$ cat config.mk
export PLATFORM = sky130hd
export DESIGN_NAME = led_counter
export DESIGN_NICKNAME = d
export VERILOG_FILES = /design/src/rtl/led_counter.sv
export SDC_FILE = /design/constraint.sdc
export NUM_CORES = 1
export LEC_CHECK = 0
export ABC_AREA = 1
export CAP_MARGIN = 10
export CELL_PAD_IN_SITES_DETAIL_PLACEMENT = 2
export CELL_PAD_IN_SITES_GLOBAL_PLACEMENT = 2
export CORE_MARGIN = 3
export CORE_UTILIZATION = 30
export CTS_CLUSTER_SIZE = 28
export DETAILED_ROUTE_END_ITERATION = 7
export HOLD_SLACK_MARGIN = 0.06
export PLACE_DENSITY = 0.82
export SKIP_LAST_GASP = 1
export SYNTH_ARGS = -nofsm -noshare
export SYNTH_HDL_FRONTEND = slang
export SYNTH_SLANG_ARGS = --single-unit
$ cat constraint.sdc
create_clock -name CLOCK_50 -period 1.75 [get_ports CLOCK_50]
set_clock_uncertainty 0.15 [all_clocks]
set_input_delay 0.175 -clock CLOCK_50 [delete_from_list [all_inputs] [get_ports CLOCK_50]]
set_output_delay 0.175 -clock CLOCK_50 [all_outputs]
set_load 0.005 [all_outputs]
$ cat src/rtl/led_counter.sv
// Ten-bit LED counter for the DE-series board: prescaled run mode plus load,
// clear and single-step pushbuttons, shown directly on the red LEDs.
module led_counter #(
  parameter int PRESCALE = 25_000_000
) (
  input  logic       CLOCK_50,
  input  logic [3:0] KEY,
  input  logic [9:0] SW,
  output logic [9:0] LEDR
);

  localparam int PW = (PRESCALE > 1) ? $clog2(PRESCALE) : 1;
  localparam logic [PW-1:0] PS_LAST = PW'(PRESCALE - 1);

  logic          rst_n;
  logic          run;
  logic          down;
  logic [2:0]    sync1;
  logic [2:0]    sync2;
  logic [2:0]    prev;
  logic [2:0]    valid;
  logic [2:0]    press;
  logic          load_ev;
  logic          clear_ev;
  logic          step_ev;
  logic          tick;
  logic [PW-1:0] prescaler;
  logic [PW-1:0] prescaler_next;
  logic [9:0]    count;
  logic [9:0]    count_next;

  assign rst_n = KEY[0];
  assign run   = SW[9];
  assign down  = SW[8];

  // valid walks in a 1 so edges are only accepted between two genuine samples,
  // which keeps a button held through reset release from looking like a press.
  always_ff @(posedge CLOCK_50 or negedge rst_n) begin
    if (!rst_n) begin
      sync1 <= '1;
      sync2 <= '1;
      prev  <= '1;
      valid <= '0;
    end else begin
      sync1 <= KEY[3:1];
      sync2 <= sync1;
      prev  <= sync2;
      valid <= {valid[1:0], 1'b1};
    end
  end

  assign press    = {3{valid[2]}} & prev & ~sync2;
  assign load_ev  = press[0];
  assign clear_ev = press[1];
  assign step_ev  = press[2];

  assign tick = run && (prescaler == PS_LAST);

  always_comb begin
    count_next     = count;
    prescaler_next = prescaler;
    if (clear_ev) begin
      count_next     = '0;
      prescaler_next = '0;
    end else if (load_ev) begin
      count_next     = {2'b00, SW[7:0]};
      prescaler_next = '0;
    end else begin
      if (!run || tick) begin
        prescaler_next = '0;
      end else begin
        prescaler_next = prescaler + PW'(1);
      end
      if (tick || (step_ev && !run)) begin
        count_next = down ? (count - 10'd1) : (count + 10'd1);
      end
    end
  end

  always_ff @(posedge CLOCK_50 or negedge rst_n) begin
    if (!rst_n) begin
      count     <= '0;
      prescaler <= '0;
    end else begin
      count     <= count_next;
      prescaler <= prescaler_next;
    end
  end

  assign LEDR = count;

endmodule

==> flow_summary_export.csv <==
group,metric,value,unit
setup_path,max_stage_delay,0.43,ns
sta,fin_ws,-0.246,ns
clock_tree,cts_max_level,2,
route,route.detailed.drc,0,
global_routing,antenna_found_initial,0,
setup_path,r2r_slack,-0.25,ns
route,dr.first_iter.drc_count,64,
place,gp_congestion,0.851,
yosys,postSynthAreaPerCell,7.72,um2
route,dr.pass1.iters,4,
clock_tree,numCtsBuffers,5,
clock_tree,clk_latency,0.34,ns
sta,finalCriticalPeriod,2.00,ns
pwr,leakage,1.87,nW
yosys,syn-instance-count,345,
yosys,syn_nets,370,
cells_and_area,mostFrequentLayoutCell,"nand2_1",
worst_hold_path,hp-class,"in -> reg",
yosys,ys_seq_elements,47,
global_routing,grt_max_degree,31,
pwr,pwr_density_cell,1080,nW/um2
route,routed_wl,11.7,mm
setup_path,cp-start-kind,"register",
run_status,violations,"negative setup slack",
cells_and_area,area_delta_synth_final,49.8,%
floorplan,core,8420,um2
route,ant_nets,0,
place,hpwl,6.76,mm
route,vias_per_cell,5.08,
setup_path,cp_max_fo,6,
place,dpl.cell_count,509,
setup_path,cp-end-kind,"register",
setup_path,crit_type,"reg -> reg",
floorplan,rows,33,
cells_and_area,drive_gt1_frac,0.364,
cells_and_area,stdcell_area,3990,um2
floorplan,dieHeight,100,um
global_routing,grt_overflow_total,0,
cells_and_area,stdcell_count,534,
floorplan,fp.dieW,100,um
setup_path,crit_path_cell_trace,"inv_1 > nand2_1 > nor2_1 > nand2_1 > nor2_2 > nand2_4 > nand2_8 > nand2_8 > buf_8 > nand2_2 > o21ai_2",
setup_path,worstPathRequired,1.84,ns
cells_and_area,diodes,0,
route,dr_total_vias,2712,
setup_path,slowest_stage,"dfrtp_1",
yosys,yosysWarnings,0,
sta,rsz0062_at_grt,"yes",
yosys,yosysSeqAreaShare,0.446,
global_routing,grt_pass1_wl,16.5,mm
sta,setup_viol,35,
global_routing,grt_pass1_vias,3087,
clock_tree,cts-root-buf,"clkbuf_8",
run_status,status,"finished with violations",
yosys,yosysUniqueCellTypes,37,
sta,clock.fmax,501,MHz
place,portBuffers,24,
floorplan,initial_core_util,0.316,
route,detail_route.wl_per_cell,21.9,um
cells_and_area,fill_cells,927,
place,placed_area,3300,um2
run,cap_violations,0,
sta,final.period_utilization,1.14,
floorplan,pin_count,25,
sta,hold_viol,0,
clock_tree,cts.clk_slew.worst_paths,0.12,ns
sta,report.final.slew_viol_count,0,
global_routing,track_usage,0.213,
clock_tree,cts.sinks,47,
floorplan,dieArea,10000,um2
cells_and_area,layout.nets,453,
clock_tree,cts_tree,"done",
place,pre_cts_ws,-0.497,ns
yosys,synth_area,2660,um2
pwr,ir_drop,0.563,mV
setup_path,critPathArrivalTime,2.08,ns
cells_and_area,layout_common_cells,"75 x nand2_1, 44 x buf_4, 36 x dfrtp_1, 36 x inv_1, 34 x nor2_1",
clock_tree,clockBufferDepth,2,
## worst max-delay path, delay by kind of cell (launching register included)
family,cells,cell delay (ns)
AOI/OAI and AO/OA,1,0.06
DFF,1,0.43
buffers and inverters,2,0.31
and+or+nand+nor,8,0.95
## what timing repair did
| item | CTS | global route |
|---|---|---|
| buffers inserted | 9 | 6 |
| gates cloned | 0 | 1 |
| pin swaps | 9 | 15 |
| hold buffers | 1 | 0 |
| gates resized for setup | 38 | 73 |
| endpoints found under the setup margin | 32 | 37 |
| endpoints found under the hold margin | 39 | 0 |
## final cells by class
cell class | instances | area (um2) | area share
repair buffers | 80 | 752 | 0.188
clock buffers | 5 | 68.8 | 0.0172
inverters | 39 | 149 | 0.0373
multi-input cells | 255 | 1650 | 0.414
clock inverters | 3 | 47.5 | 0.0119
well taps | 105 | 131 | 0.0329
flip-flops and latches | 47 | 1190 | 0.298
## final timing paths
| check | start | to | cells past startpoint |
|---|---|---|---|
| setup / recovery | prescaler[8] | LEDR[5] | 11 |
| hold / removal | KEY[3] | sync1[2] | 1 |
| setup reg to reg | prescaler[8] | LEDR[5] | 11 |
| hold reg to reg | sync1[0] | sync2[0] | 0 |
| max in group asynchronous | KEY[0] | sync1[0] | 3 |
| min in group asynchronous | KEY[0] | prescaler[14] | 2 |
## cells in the mapped netlist, drive strengths merged
cell | n | area share
fa | 1 | 0.0075
conb | 1 | 0.0014
nand2 | 102 | 0.15
xor2 | 9 | 0.030
buf | 3 | 0.013
a21o | 2 | 0.0056
inv | 39 | 0.055
o21a | 1 | 0.0028
xnor2 | 1 | 0.0033
o22ai | 1 | 0.0024
nand3 | 21 | 0.041
o21ai | 16 | 0.031
or2 | 3 | 0.0070
nand3b | 2 | 0.0056
nand4 | 5 | 0.012
nor2 | 56 | 0.084
dfstp | 9 | 0.089
mux2i | 1 | 0.0038
o211ai | 1 | 0.0028
dfrtp | 38 | 0.36
clkbuf | 1 | 0.0014
a21oi | 8 | 0.015
o2111ai | 1 | 0.0033
a31oi | 2 | 0.0047
nor3b | 5 | 0.014
ha | 9 | 0.042
a31o | 1 | 0.0033
nor3 | 6 | 0.013
## cell families after synthesis
family | share of synthesized area
flip-flops | 0.446
buffers and inverters | 0.0690
AO/OA/AOI/OAI | 0.0714
other | 0.00141
adder cells (fa/ha/maj) | 0.0498
multiplexers | 0.00376
XOR/XNOR | 0.0329
AND/OR/NAND/NOR | 0.326
## metrics by stage
stage                     setup TNS [ns]  utilization  hold WS (ns)  power, mW
after CTS                         -0.664        0.431         0.102       4.08
after floorplan                        0            -        -0.271       2.18
final                              -7.61        0.474        0.0978       4.30
after global placement             -2.25        0.392      -0.00464       2.95
after global routing               -8.87        0.474         0.104       4.58
after detailed placement           -4.44        0.392       0.00516       3.07
## metal layers
layer | global-route usage | up-vias | routed length [um]
li1 | - | 1252 | -
met1 | 0.235 | 1373 | 4520
met2 | 0.411 | 57 | 6360
met3 | 0.0278 | 30 | 306
met4 | 0.0725 | 0 | 514
met5 | 0 | - | 0
## report_power, final
group,total (mW),internal (mW),switching (mW)
registers,1.36,1.22,0.144
logic,2.05,0.989,1.06
clock network,0.890,0.434,0.456
## flip-flops by register name, indices dropped and copies added (netlist names)
name and count:
sync1 3, valid 3, prescaler 25, sync2 3
prev 3, LEDR 10
Power figures use the tool's default switching activity.
